<file path="config.mk">
export PLATFORM = sky130hd
export DESIGN_NAME = mult_control_param_flat
export DESIGN_NICKNAME = d
export VERILOG_FILES = /design/src/rtl/mult_control_param_if.sv /design/src/rtl/mult_control_param.sv /design/src/flat_wrapper.sv
export SDC_FILE = /design/constraint.sdc
export NUM_CORES = 1
export LEC_CHECK = 0
export BUFFER_PORTS_ARGS = -buffer_cell sky130_fd_sc_hd__clkbuf_2
export CAP_MARGIN = 20
export CORE_MARGIN = 2
export CORE_UTILIZATION = 35
export CTS_BUF_LIST = sky130_fd_sc_hd__clkbuf_16
export DETAILED_ROUTE_END_ITERATION = 12
export PLACE_DENSITY = 0.66
export REMOVE_ABC_BUFFERS = 1
export SLEW_MARGIN = 20
export SYNTH_ARGS = -nofsm -noshare
export SYNTH_HDL_FRONTEND = slang
export SYNTH_SLANG_ARGS = --single-unit
</file>
<file path="constraint.sdc">
create_clock -name Clk -period 3.3 [get_ports Clk]
set_input_delay 0.495 -clock Clk [delete_from_list [all_inputs] [get_ports Clk]]
set_output_delay 0.495 -clock Clk [all_outputs]
set_load 0.05 [all_outputs]
</file>
<file path="src/rtl/mult_control_param_if.sv">
// Control/status bundle between the shift-add multiplier sequencer and its
// datapath/front panel. The sequencer takes the slave side; whatever drives
// Run/ClearA_LoadB and owns the A:B registers takes the master side.
interface mult_control_param_if #(
   parameter int WIDTH = 8
);
   localparam int CNT_W = $clog2(WIDTH + 1);

   // requests and datapath feedback
   logic             Run;
   logic             ClearA_LoadB;
   logic             M;
   logic             Signed_Mode;

   // datapath enables and status
   logic             Reset_c;
   logic             Clr_Ld;
   logic             Clr_A;
   logic             Add;
   logic             Fn;
   logic             Shift_En;
   logic             Busy;
   logic             Done;
   logic [CNT_W-1:0] Step_Cnt;

   modport master (
      output Run, ClearA_LoadB, M, Signed_Mode,
      input  Reset_c, Clr_Ld, Clr_A, Add, Fn, Shift_En, Busy, Done, Step_Cnt
   );

   modport slave (
      input  Run, ClearA_LoadB, M, Signed_Mode,
      output Reset_c, Clr_Ld, Clr_A, Add, Fn, Shift_En, Busy, Done, Step_Cnt
   );
endinterface

</file>
<file path="src/rtl/mult_control_param.sv">
// Sequencer for the shift-add multiplier: one ADD/SHIFT state pair looped
// WIDTH times by an iteration counter. Only produces datapath enables and
// status; the operands never pass through here.
module mult_control_param #(
   parameter int WIDTH = 8
) (
   input logic                  Clk,
   input logic                  Reset,
   mult_control_param_if.slave  bus
);
   localparam int CNT_W = $clog2(WIDTH + 1);
   localparam logic [CNT_W-1:0] LAST = CNT_W'(WIDTH - 1);

   typedef enum logic [2:0] {
      S_RST   = 3'd0,
      S_IDLE  = 3'd1,
      S_LOAD  = 3'd2,
      S_START = 3'd3,
      S_ADD   = 3'd4,
      S_SHIFT = 3'd5,
      S_DONE  = 3'd6,
      S_HOLD  = 3'd7
   } state_t;

   state_t           state;
   logic [CNT_W-1:0] cnt;
   logic             mode_q;
   logic             last_step;

   assign last_step = (cnt == LAST);

   // State, iteration counter and latched signed mode
   always_ff @(posedge Clk) begin
      if (Reset) begin
         state  <= S_RST;
         cnt    <= '0;
         mode_q <= 1'b0;
      end else begin
         case (state)
            S_RST:   state <= S_IDLE;
            S_IDLE: begin
               // Run wins over ClearA_LoadB. The counter is cleared on the
               // way into START so Step_Cnt already reads 0 during START.
               if (bus.Run) begin
                  state <= S_START;
                  cnt   <= '0;
               end else if (bus.ClearA_LoadB) begin
                  state <= S_LOAD;
               end
            end
            S_LOAD:  state <= S_IDLE;
            S_START: begin
               cnt    <= '0;
               mode_q <= bus.Signed_Mode;
               state  <= S_ADD;
            end
            S_ADD:   state <= S_SHIFT;
            S_SHIFT: begin
               cnt   <= cnt + 1'b1;
               state <= last_step ? S_DONE : S_ADD;
            end
            S_DONE:  state <= S_HOLD;
            // Wait for Run release so a held Run cannot start a second run
            S_HOLD:  if (!bus.Run) state <= S_IDLE;
            default: state <= S_IDLE;
         endcase
      end
   end

   // Output decode from state, counter, latched mode and the multiplier LSB
   always_comb begin
      bus.Reset_c  = 1'b0;
      bus.Clr_Ld   = 1'b0;
      bus.Clr_A    = 1'b0;
      bus.Add      = 1'b0;
      bus.Fn       = 1'b0;
      bus.Shift_En = 1'b0;
      bus.Busy     = 1'b0;
      bus.Done     = 1'b0;
      case (state)
         S_RST:   bus.Reset_c = 1'b1;
         S_IDLE:  ;
         S_LOAD:  bus.Clr_Ld = 1'b1;
         S_START: begin
            bus.Clr_A = 1'b1;
            bus.Busy  = 1'b1;
         end
         S_ADD: begin
            // Two's-complement: the sign bit of the multiplier has negative
            // weight, so the final partial product is subtracted.
            bus.Busy = 1'b1;
            bus.Add  = bus.M;
            bus.Fn   = mode_q & bus.M & last_step;
         end
         S_SHIFT: begin
            bus.Busy     = 1'b1;
            bus.Shift_En = 1'b1;
         end
         S_DONE:  bus.Done = 1'b1;
         S_HOLD:  ;
         default: bus.Reset_c = 1'b1;
      endcase
   end

   assign bus.Step_Cnt = cnt;
endmodule

</file>
<file path="src/flat_wrapper.sv">
// flat-port wrapper written by rule: the top's interface ports become plain ports
module mult_control_param_flat 
#(
   parameter int WIDTH = 8
)
  (Clk, Reset, bus_Run, bus_ClearA_LoadB, bus_M, bus_Signed_Mode, bus_Reset_c, bus_Clr_Ld, bus_Clr_A, bus_Add, bus_Fn, bus_Shift_En, bus_Busy, bus_Done, bus_Step_Cnt);
  mult_control_param_if #(.WIDTH(WIDTH)) bus_i ();
  input logic Clk;
  input logic Reset;
  input wire logic [$bits(bus_i.Run)-1:0] bus_Run;
  input wire logic [$bits(bus_i.ClearA_LoadB)-1:0] bus_ClearA_LoadB;
  input wire logic [$bits(bus_i.M)-1:0] bus_M;
  input wire logic [$bits(bus_i.Signed_Mode)-1:0] bus_Signed_Mode;
  output wire logic [$bits(bus_i.Reset_c)-1:0] bus_Reset_c;
  output wire logic [$bits(bus_i.Clr_Ld)-1:0] bus_Clr_Ld;
  output wire logic [$bits(bus_i.Clr_A)-1:0] bus_Clr_A;
  output wire logic [$bits(bus_i.Add)-1:0] bus_Add;
  output wire logic [$bits(bus_i.Fn)-1:0] bus_Fn;
  output wire logic [$bits(bus_i.Shift_En)-1:0] bus_Shift_En;
  output wire logic [$bits(bus_i.Busy)-1:0] bus_Busy;
  output wire logic [$bits(bus_i.Done)-1:0] bus_Done;
  output wire logic [$bits(bus_i.Step_Cnt)-1:0] bus_Step_Cnt;
  assign bus_i.Run = bus_Run;
  assign bus_i.ClearA_LoadB = bus_ClearA_LoadB;
  assign bus_i.M = bus_M;
  assign bus_i.Signed_Mode = bus_Signed_Mode;
  assign bus_Reset_c = bus_i.Reset_c;
  assign bus_Clr_Ld = bus_i.Clr_Ld;
  assign bus_Clr_A = bus_i.Clr_A;
  assign bus_Add = bus_i.Add;
  assign bus_Fn = bus_i.Fn;
  assign bus_Shift_En = bus_i.Shift_En;
  assign bus_Busy = bus_i.Busy;
  assign bus_Done = bus_i.Done;
  assign bus_Step_Cnt = bus_i.Step_Cnt;
  mult_control_param #(.WIDTH(WIDTH)) u_core (.Clk(Clk), .Reset(Reset), .bus(bus_i));
endmodule
</file>
==> run summary, run 1 <==
Floorplan
* **Core Rows** 13
* **die area** 1670 µm²
* **effective utilization at floorplan** 0.370
* **Boundary Pins** 18
* **Chip Height** 40.9 µm
* **core region area** 1280 µm²
* **horizontal extent of the die** 40.9 µm

Detailed routing
* **DRT Wirelength** 993 µm
* **vias after detailed routing** 436
* **first drt pass iteration count** 4
* **Routed WL per cell** 11.7 µm
* **DRC Markers** 0
* **final antenna-violating net count** 0
* **initial DRC count** 13
* **per-cell via count in the routed design** 5.13

Synthesis
* **post-synthesis register bit count** 8
* **number of distinct library cells after synthesis** 25
* **EDFF count, synth** 0
* **count of warnings emitted by yosys** 0
* **fraction of the yosys area taken by sequential cells** 0.337
* **per-instance average area after synthesis** 8.64 µm²
* **number of standard cells after synthesis** 55
* **leading register cell type out of synthesis** dfxtp_1
* **netlist area before placement** 475 µm²
* **fraction of registers with async set/reset** 0

Placed design
* **post-place setup slack** 1.35 ns
* **detailed placement HPWL** 684 µm
* **number of cells in the design after placement** 82
* **Port-buffer cells** 17
* **placer congestion estimate** 0.662

Job
* **max-capacitance violation count** 0

CTS
* **clock sink count** 8
* **maximum level of the CTS H-tree** 1
* **Inserted Clock Buffers** 3
* **Post-CTS Setup Bufs** 0
* **CTS root buffer** clkbuf_16
* **clock insertion delay at the later pin of the skew report** 0.23 ns
* **post-cts gate resize count** 0
* **TritonCTS clock tree** built
* **clock slew seen by the registers of the worst setup and hold paths** 0.04 ns
* **buffer depth of the longest clock path** 2
* **number of hold buffers added after cts** 0

STA
* **accumulated negative setup slack** 0 ns
* **number of max-slew violations in the final report** 0
* **worst-case headroom to the max-slew limit** 0.701
* **RSZ-0062 raised after global routing** no
* **worst clock skew** 0.00200 ns
* **post-layout minimum cycle time** 2.20 ns
* **Worst Setup Slack, final** 1.10 ns
* **Final setup viols** 0
* **number of failing hold endpoints at the final stage** 0
* **portion of the clock cycle consumed by the worst path in the final layout** 0.666
* **Fmax achieved** 0.455 GHz
* **slew at the pin with the worst max-slew slack** 0.447 ns

Final layout
* **Register Area** 160 µm²
* **share of layout cells above drive strength 1** 0.357
* **multi-input combinational cell area** 282 µm²
* **Final Instance Count excl. Fillers** 85
* **number of fill cells** 128
* **Final Core Density** 0.483
* **area growth from synthesis to layout** 30.5%
* **ant diodes** 0
* **number of nets at the end of the flow** 79

Pwr
* **share of power burned in combinational logic** 0.148
* **Switch Pwr** 0.0939 mW
* **power per standard cell area** 594 nW/µm²
* **switching share of power** 0.255
* **static power due to leakage** 0.272 nW
* **clock share of power** 0.548
* **sequential share of power** 0.304
* **Peak supply drop** 0.312 mV
* **cell-internal power** 0.275 mW
* **Pwr Total** 0.369 mW

GRT
* **GR Util All Layers** 0.137
* **maximum number of pins on one net before global-route repair** 16
* **remaining global-route overflow** 0
* **initial antenna violation count** 0
* **via count of the first global-routing pass** 316
* **global-route wire length before repair** 1.43 mm

Status
* **status** finished, final reports clean

Worst hold path
* **worst min path class** reg2reg
* **Hold Path Cell Cnt** 2

Critical path
* **worst path buffer plus inverter count** 1
* **cells traversed along the worst timing path** nand2b_1, nor3b_1, and3_1, clkbuf_2
* **critical setup path kind** reg2out
* **worst reg2reg setup slack** 1.84 ns
* **longest individual stage delay on the worst path** 0.59 ns
* **critical path startpoint category** flip-flop
* **delay-heaviest family, CP** simple AND/OR/NAND/NOR gates
* **capturing element type of the critical path** primary output
* **Required @ worst endpoint** 2.80 ns
* **count of cells along the worst register-to-register path** 3
* **maximum fanout count along the critical path** 15
* **critical path arrival** 1.70 ns
* **Crit path depth** 4
* **Crit-path slowest cell** dfxtp_1

-- layout by cell type, fill, tap and decap left out --
cell type  synthesis  layout
o21ai_1            2       2
a211oi_1           2       2
nor2_1             7       7
nor3_1             2       2
a311oi_1           1       1
clkbuf_16          0       3
dfxtp_1            8       8
a21bo_2            1       1
nand3_1            1       1
o221a_1            1       1
nor2_2             1       1
nor3_2             1       1
a21oi_1            5       5
nand2b_1           3       3
nand2_1            3       3
clkbuf_2           0      17
nor3b_1            2       2
ha_1               1       1
a41oi_2            1       1
nand4b_1           1       1
and3b_1            4       4
a311oi_2           1       1
and3_1             1       1
o21ai_0            1       1
-- per-layer routing --
metal  part of all wire  up-vias  wire length, µm  global-route usage
met5                  0        -                0                   0
met4             0.0081        0                8               0.100
met3              0.050        2               50              0.0489
met2               0.45       11              447               0.176
met1               0.49      193              487               0.184
li1                   -      230                -                   -
-- worst min-delay path, cell delays in order, from the launching register on --
cell and delay (ns):
dfxtp_1 0.29, o21ai_1 0.06, a21oi_1 0.06
-- power groups by stage --
stage | Combinational (mW) | Sequential, mW | Clock (mW)
after detailed placement | 0.0549 | 0.113 | 0
after global routing | 0.0593 | 0.114 | 0.211
after global placement | 0.0548 | 0.113 | 0
after floorplan | 0.0407 | 0.112 | 0
after CTS | 0.0551 | 0.112 | 0.206
final | 0.0547 | 0.112 | 0.202
-- final timing paths --
kind,startpoint,to
max,u_core.state[2]$_SDFFE_PP0P_,bus_Fn
max reg2reg,u_core.state[2]$_SDFFE_PP0P_,u_core.bus.Step_Cnt[3]$_SDFFE_PP0P_
min reg2reg,u_core.mode_q$_SDFFE_PP0P_,u_core.mode_q$_SDFFE_PP0P_
min,u_core.mode_q$_SDFFE_PP0P_,u_core.mode_q$_SDFFE_PP0P_
-- cells by family (layout without fill, tap and decap cells) --
kind of cell             Yosys count  after routing  synth area share
AO/OA/AOI/OAI                     15             15             0.245
buffers and inverters              5             20            0.0710
AND/OR/NAND/NOR                   26             26             0.321
flip-flops                         8              8             0.337
adder cells (fa/ha/maj)            1              1            0.0263
-- stage by stage --
stage	hold WS (ns)	cell area [µm²]
floorplan	0.448	442
global placement	0.476	546
detailed placement	0.471	546
CTS	0.475	621
global route	0.509	621
finish	0.472	621
-- cell type report --
class / count / share of cell area
clock buffer: 3 / 0.121
multi-input combinational: 42 / 0.454
sequential: 8 / 0.258
tap: 15 / 0.0302
timing repair buffer: 17 / 0.137
-- flip-flops by register name, indices dropped and copies added (netlist names) --
register / cells
u_core.bus.Step_Cnt: 4
u_core.mode_q: 1
u_core.state: 3
-- synth_stat cells (2+ instances only) --
library cell / instances / area [µm²]
nand2_1: 3 / 11.3
a21oi_1: 5 / 25.0
o21ai_1: 2 / 10.0
nor2_1: 7 / 26.3
nor3b_1: 2 / 15.0
nand2b_1: 3 / 18.8
buf_2: 3 / 15.0
nor3_1: 2 / 10.0
dfxtp_1: 8 / 160
a211oi_1: 2 / 15.0
and3b_1: 4 / 35.0
Note: power is estimated with default switching activity, not from simulation.
==> run 2, diff against run 1 <==
--- a/config.mk
+++ b/config.mk
@@ -5,13 +5,14 @@
 export SDC_FILE = /design/constraint.sdc
 export NUM_CORES = 1
 export LEC_CHECK = 0
+export ABC_AREA = 1
 export BUFFER_PORTS_ARGS = -buffer_cell sky130_fd_sc_hd__clkbuf_2
 export CAP_MARGIN = 20
 export CORE_MARGIN = 2
 export CORE_UTILIZATION = 35
 export CTS_BUF_LIST = sky130_fd_sc_hd__clkbuf_16
 export DETAILED_ROUTE_END_ITERATION = 12
-export PLACE_DENSITY = 0.66
+export PLACE_DENSITY = 0.67
 export REMOVE_ABC_BUFFERS = 1
 export SLEW_MARGIN = 20
 export SYNTH_ARGS = -nofsm -noshare
==> constraint.sdc (replaced) <==
create_clock -name Clk -period 1.9 [get_ports Clk]
set_input_delay 0.285 -clock Clk [delete_from_list [all_inputs] [get_ports Clk]]
set_output_delay 0.285 -clock Clk [all_outputs]
set_load 0.05 [all_outputs]
==> run 2 against run 1 <==
Effect of this change: sequential power increased by 79%; count of clock-buffer cells in the layout stayed put; clock power rose by 79%; via count up 28%; cell count grew 38%; setup slack got worse by 0.95 ns; synthesized area grew 12%; synthesized cell count increased by 51%; critical endpoint unchanged.
==> run summary, run 2 <==
Status
* **status** finished, final reports clean

Placed design
* **Port-buffer cells** 17, unchanged
* **placer congestion estimate** 0.827, +25%
* **post-detailed-placement cell area** 611 µm², +12%
* **detailed placement HPWL** 893 µm, +31%

STA
* **number of failing hold endpoints at the final stage** 0, unchanged
* **worst-case headroom to the max-slew limit** 0.747, +0.0460
* **Fmax achieved** 0.571 GHz
* **worst clock skew** 0.00104 ns, -0.000956 ns
* **number of max-slew violations in the final report** 0, unchanged
* **Final setup viols** 0, unchanged
* **hold_ws** 0.261 ns, -0.210 ns
* **portion of the clock cycle consumed by the worst path in the final layout** 0.922
* **slew at the pin with the worst max-slew slack** 0.379 ns, -0.0689 ns
* **post-layout minimum cycle time** 1.75 ns
* **RSZ-0062 raised after global routing** no

Critical path
* **critical setup path kind** reg2out
* **delay-heaviest family, CP** buffers and inverters
* **longest individual stage delay on the worst path** 0.41 ns, -0.18 ns
* **worst path buffer plus inverter count** 2, +1
* **capturing element type of the critical path** primary output
* **Required @ worst endpoint** 1.62 ns, -1.18 ns
* **critical path arrival** 1.47 ns, -0.23 ns
* **critical path startpoint category** flip-flop
* **maximum fanout count along the critical path** 10, -5
* **worst reg2reg setup slack** 0.75 ns, -1.09 ns
* **cells traversed along the worst timing path** inv_1, nand3_1, nor2_2, nand2_1, nor2_1, clkbuf_2
* **Crit-path slowest cell** dfxtp_1

Floorplan
* **Boundary Pins** 18, unchanged
* **Core Rows** 14, +1
* **Chip Height** 42.9 µm, +5.1%
* **effective utilization at floorplan** 0.365, -0.00512
* **core region area** 1450 µm², +13%
* **horizontal extent of the die** 42.9 µm, +5.1%
* **die area** 1840 µm², +10%

Synthesis
* **count of warnings emitted by yosys** 0, unchanged
* **commonest cells in the synthesized netlist** 17 x nor2_1, 14 x nand2_1, 11 x nand3_1
* **fraction of the yosys area taken by sequential cells** 0.302, -0.0350
* **EDFF count, synth** 0, unchanged
* **fraction of registers with async set/reset** 0, unchanged
* **post-synthesis register bit count** 8, unchanged
* **top cell type by total area after synthesis** dfxtp_1
* **top cells by area, synth** dfxtp_1 30%, nor2_1 12%, nand3_1 10%
* **area share of the largest cell type after synthesis** 0.302, -0.0350
* **leading register cell type out of synthesis** dfxtp_1
* **netlist area before placement** 531 µm², +12%
* **number of distinct library cells after synthesis** 20, -20%
* **number of standard cells after synthesis** 83, +51%
* **most frequent cell after synthesis** nor2_1
* **per-instance average area after synthesis** 6.39 µm², -26%

CTS
* **clock slew seen by the registers of the worst setup and hold paths** 0.04 ns, about the same
* **maximum level of the CTS H-tree** 1, unchanged
* **CTS root buffer** clkbuf_16
* **number of hold buffers added after cts** 0, unchanged
* **Inserted Clock Buffers** 3, unchanged
* **Post-CTS Setup Bufs** 0, unchanged
* **TritonCTS clock tree** built
* **buffer depth of the longest clock path** 2, unchanged
* **clock insertion delay at the later pin of the skew report** 0.24 ns, about the same
* **clock sink count** 8, unchanged

GRT
* **remaining global-route overflow** 0, unchanged
* **maximum number of pins on one net before global-route repair** 11, -5
* **global-route wire length before repair** 1.97 mm, +38%
* **initial antenna violation count** 0, unchanged
* **via count of the first global-routing pass** 469, +48%
* **GR Util All Layers** 0.155, +0.0182

Detailed routing
* **per-cell via count in the routed design** 4.78, -6.9%
* **DRC Markers** 0, unchanged
* **first drt pass iteration count** 4, unchanged
* **final antenna-violating net count** 0, unchanged
* **Routed WL per cell** 10.0 µm, -14%
* **DRT Wirelength** 1.17 mm, +18%
* **initial DRC count** 18, +5
* **vias after detailed routing** 559, +28%

Final layout
* **top library cells by usage in the layout, fill and taps aside** 17 x nor2_1, 17 x clkbuf_2, 14 x nand2_1
* **ant diodes** 0, unchanged
* **flip-flop count of the largest register after layout** 4, unchanged
* **final design area excluding fillers** 687 µm², +11%
* **number of nets at the end of the flow** 110, +39%
* **area growth from synthesis to layout** 29.5%
* **share of layout cells above drive strength 1** 0.317, -0.0403
* **Final Core Density** 0.472, -0.0105

Pwr
* **static power due to leakage** 0.385 nW, +42%
* **Peak supply drop** 0.648 mV, +110%
* **power per standard cell area** 1030 nW/µm², +74%

Job
* **max-capacitance violation count** 0, unchanged

Worst hold path
* **worst min path class** in2reg

run 2: cell types whose count changed after synthesis, sizes merged, moves of 3 or more:
cell and change:
buf -4, nand3 +12, and3b -4, nand2 +12, inv +14, nor2 +11, nand2b -3
run 2: per-layer routing:
layer / track usage / part of all wire
met1: 0.182 / 0.46
met2: 0.209 / 0.42
met3: 0.0766 / 0.078
met4: 0.127 / 0.038
met5: 0 / 0
run 2: cell families (layout without fill, tap and decap cells):
family,Yosys count,after routing,synth area share
simple gates,51,51,0.453
flops,8,8,0.302
buf+inv,16,34,0.146
fa+ha+maj,1,1,0.0236
compound gates,7,7,0.0755
run 2: where the power goes:
part	switching (mW)	total, mW	internal [mW]
Sequential	0.0189	0.201	0.182
Clock	0.0904	0.362	0.272
Combinational	0.107	0.146	0.0392
Total	0.216	0.709	0.493
run 2: final timing paths:
kind                                      from                             endpoint  cells past startpoint
setup reg to reg  u_core.state[0]$_SDFFE_PP0P_  u_core.bus.Step_Cnt[3]$_SDFFE_PP0P_                      4
hold / removal                           Reset  u_core.bus.Step_Cnt[2]$_SDFFE_PP0P_                      2
setup / recovery  u_core.state[0]$_SDFFE_PP0P_                               bus_Fn                      6
hold reg to reg     u_core.mode_q$_SDFFE_PP0P_           u_core.mode_q$_SDFFE_PP0P_                      2
run 2: area by class of cell:
type,instances,area [µm²]
timing repair buffer,17,85.1
inverter,14,52.6
fill,149,767
multi-input combinational,59,293
tap,16,20.0
clock buffer,3,75.1
sequential,8,161
run 2: metrics by stage:
stage | power (mW) | instances | setup WS [ns] | TNS [ns]
after floorplan | 0.315 | 81 | -0.223 | -0.223
after global placement | 0.348 | 114 | 0.396 | 0
after detailed placement | 0.349 | 114 | 0.366 | 0
after CTS | 0.720 | 117 | 0.126 | 0
after global routing | 0.743 | 117 | 0.0246 | 0
final | 0.709 | 117 | 0.149 | 0
run 2: worst reg2reg max path, stage by stage (launching register included):
cell and delay, ns:
dfxtp_1 0.54, nand4_1 0.27, nand3_1 0.15, nand2_1 0.06, nor2_1 0.08
run 2: what timing repair did:
action / in CTS / in global routing
gates resized for setup: 0 / 1
endpoints found under the hold margin: 0 / 0
endpoints found under the setup margin: 0 / 1
==> run 3, diff against run 2 <==
--- a/config.mk
+++ b/config.mk
@@ -12,8 +12,9 @@
 export CORE_UTILIZATION = 35
 export CTS_BUF_LIST = sky130_fd_sc_hd__clkbuf_16
 export DETAILED_ROUTE_END_ITERATION = 12
-export PLACE_DENSITY = 0.67
+export PLACE_DENSITY = 0.64
 export REMOVE_ABC_BUFFERS = 1
+export SKIP_CTS_REPAIR_TIMING = 1
 export SLEW_MARGIN = 20
 export SYNTH_ARGS = -nofsm -noshare
 export SYNTH_HDL_FRONTEND = slang
==> run 3 against run 2 <==
Effect of this change: register-to-register slack got worse by 0.03 ns; non-clock buffer count unchanged; combinational power about the same; largest cell class unchanged; utilization decreased by 0.086 points; routed wire length is 0.68% higher; first-iteration DRC count shrank 17%.
==> run summary, run 3 (synthesized netlist as in run 2, its figures left out) <==
Status
* **status** finished, final reports clean

Critical path
* **worst path buffer plus inverter count** 1, -1
* **worst reg2reg setup slack** 0.72 ns, -0.03 ns
* **end of the worst register-to-register path** u_core.bus.Step_Cnt[3]$_SDFFE_PP0P_
* **Critical Path Sink** bus_Fn
* **cells traversed along the worst timing path** nand3_1, nor2_2, nand2_1, nor2_1, clkbuf_2
* **count of cells along the worst register-to-register path** 4, unchanged
* **maximum fanout count along the critical path** 9, -1
* **longest individual stage delay on the worst path** 0.53 ns, +0.12 ns
* **critical setup path kind** reg2out
* **crit path from** u_core.state[2]$_SDFFE_PP0P_
* **Crit-path slowest cell** dfxtp_1
* **capturing element type of the critical path** primary output
* **Crit path depth** 5, -1
* **delay-heaviest family, CP** flip-flops
* **Required @ worst endpoint** 1.62 ns, about the same
* **critical path arrival** 1.46 ns, about the same
* **critical path startpoint category** flip-flop
* **origin of the critical flop-to-flop path** u_core.state[0]$_SDFFE_PP0P_

GRT
* **global-route wire length before repair** 2.06 mm, +4.6%
* **maximum number of pins on one net before global-route repair** 11, unchanged
* **GR Util All Layers** 0.148, -0.00750
* **remaining global-route overflow** 0, unchanged
* **via count of the first global-routing pass** 527, +12%
* **initial antenna violation count** 0, unchanged

Floorplan
* **Boundary Pins** 18, unchanged
* **effective utilization at floorplan** 0.365, unchanged
* **core region area** 1450 µm², unchanged
* **Chip Height** 42.9 µm, unchanged
* **horizontal extent of the die** 42.9 µm, unchanged
* **die area** 1840 µm², unchanged
* **Core Rows** 14, unchanged

STA
* **post-layout minimum cycle time** 1.74 ns, -0.00967 ns
* **number of max-slew violations in the final report** 0, unchanged
* **Final setup viols** 0, unchanged
* **slew at the pin with the worst max-slew slack** 0.376 ns, -0.00279 ns
* **worst-case headroom to the max-slew limit** 0.749, +0.00187
* **RSZ-0062 raised after global routing** no
* **worst clock skew** 0.00272 ns, +0.00167 ns
* **portion of the clock cycle consumed by the worst path in the final layout** 0.917, -0.00509
* **Fmax achieved** 0.574 GHz, +0.56%
* **number of failing hold endpoints at the final stage** 0, unchanged

Worst hold path
* **Hold Startpoint** Reset
* **worst min path class** in2reg
* **Hold Path Cell Cnt** 2, unchanged

Final layout
* **top library cells by usage in the layout, fill and taps aside** 17 x nor2_1, 17 x clkbuf_2, 14 x nand2_1
* **number of fill cells** 161, +8.1%
* **Final Instance Count excl. Fillers** 117, unchanged
* **number of nets at the end of the flow** 110, unchanged
* **share of layout cells above drive strength 1** 0.307, -0.00990
* **Final Core Density** 0.472, -0.000860
* **flip-flop count of the largest register after layout** 4, unchanged
* **ant diodes** 0, unchanged
* **area growth from synthesis to layout** 29.2%

CTS
* **CTS root buffer** clkbuf_16
* **buffer depth of the longest clock path** 2, unchanged
* **clock slew seen by the registers of the worst setup and hold paths** 0.04 ns, about the same
* **clock sink count** 8, unchanged
* **TritonCTS clock tree** built
* **Inserted Clock Buffers** 3, unchanged
* **maximum level of the CTS H-tree** 1, unchanged
* **clock insertion delay at the later pin of the skew report** 0.23 ns, about the same

Job
* **max-capacitance violation count** 0, unchanged

Pwr
* **Peak supply drop** 0.520 mV, -20%
* **power per standard cell area** 1020 nW/µm², -1.3%
* **Pwr Total** 0.699 mW, -1.4%
* **static power due to leakage** 0.385 nW, -0.12%

Detailed routing
* **first drt pass iteration count** 4, unchanged
* **final antenna-violating net count** 0, unchanged
* **DRC Markers** 0, unchanged
* **DRT Wirelength** 1.18 mm, +0.68%
* **Routed WL per cell** 10.1 µm, +0.68%
* **vias after detailed routing** 574, +2.7%
* **initial DRC count** 15, -3
* **per-cell via count in the routed design** 4.91, +2.7%

Placed design
* **detailed placement HPWL** 935 µm, +4.7%
* **placer congestion estimate** 0.844, +2.0%
* **Port-buffer cells** 17, unchanged
* **number of cells in the design after placement** 114, unchanged

## run 3: power by group
part / internal (mW) / total, mW / leakage, nW / switching (mW)
logic: 0.0392 / 0.148 / 0.282 / 0.109
clock network: 0.271 / 0.351 / 0.0370 / 0.0798
registers: 0.182 / 0.200 / 0.0654 / 0.0182
## run 3: stage by stage
step	setup slack, ns	setup TNS (ns)	hold slack, ns	area [µm²]
floorplan	-0.223	-0.223	0.347	505
finish	0.159	0	0.277	686
detailed placement	0.404	0	0.487	611
CTS	0.157	0	0.273	686
global placement	0.431	0	0.484	611
global route	0.0162	0	0.282	686
## run 3: per-layer routing
metal  part of all wire  global-route usage  up-vias
li1                   -                   -      301
met3              0.074              0.0809        0
met4                  0              0.0364        0
met1               0.45               0.162      257
met2               0.47               0.248       16
met5                  0                   0        -
## run 3: worst min path at each step
stage | to | slack [ns]
final | u_core.bus.Step_Cnt[2]$_SDFFE_PP0P_ | 0.28
after global routing | u_core.bus.Step_Cnt[2]$_SDFFE_PP0P_ | 0.28
after CTS | u_core.bus.Step_Cnt[2]$_SDFFE_PP0P_ | 0.27
after detailed placement | u_core.mode_q$_SDFFE_PP0P_ | 0.49
after global placement | u_core.mode_q$_SDFFE_PP0P_ | 0.48
after floorplan | u_core.bus.Step_Cnt[2]$_SDFFE_PP0P_ | 0.35
## run 3: layout make-up
| class | instances | area [µm²] | share of cell area |
|---|---|---|---|
| Clock buffer | 3 | 75.1 | 0.109 |
| Inverter | 14 | 52.6 | 0.0766 |
| Multi-Input combinational cell | 59 | 293 | 0.427 |
| Sequential cell | 8 | 160 | 0.234 |
| Tap cell | 16 | 20.0 | 0.0292 |
| Timing Repair Buffer | 17 | 85.1 | 0.124 |
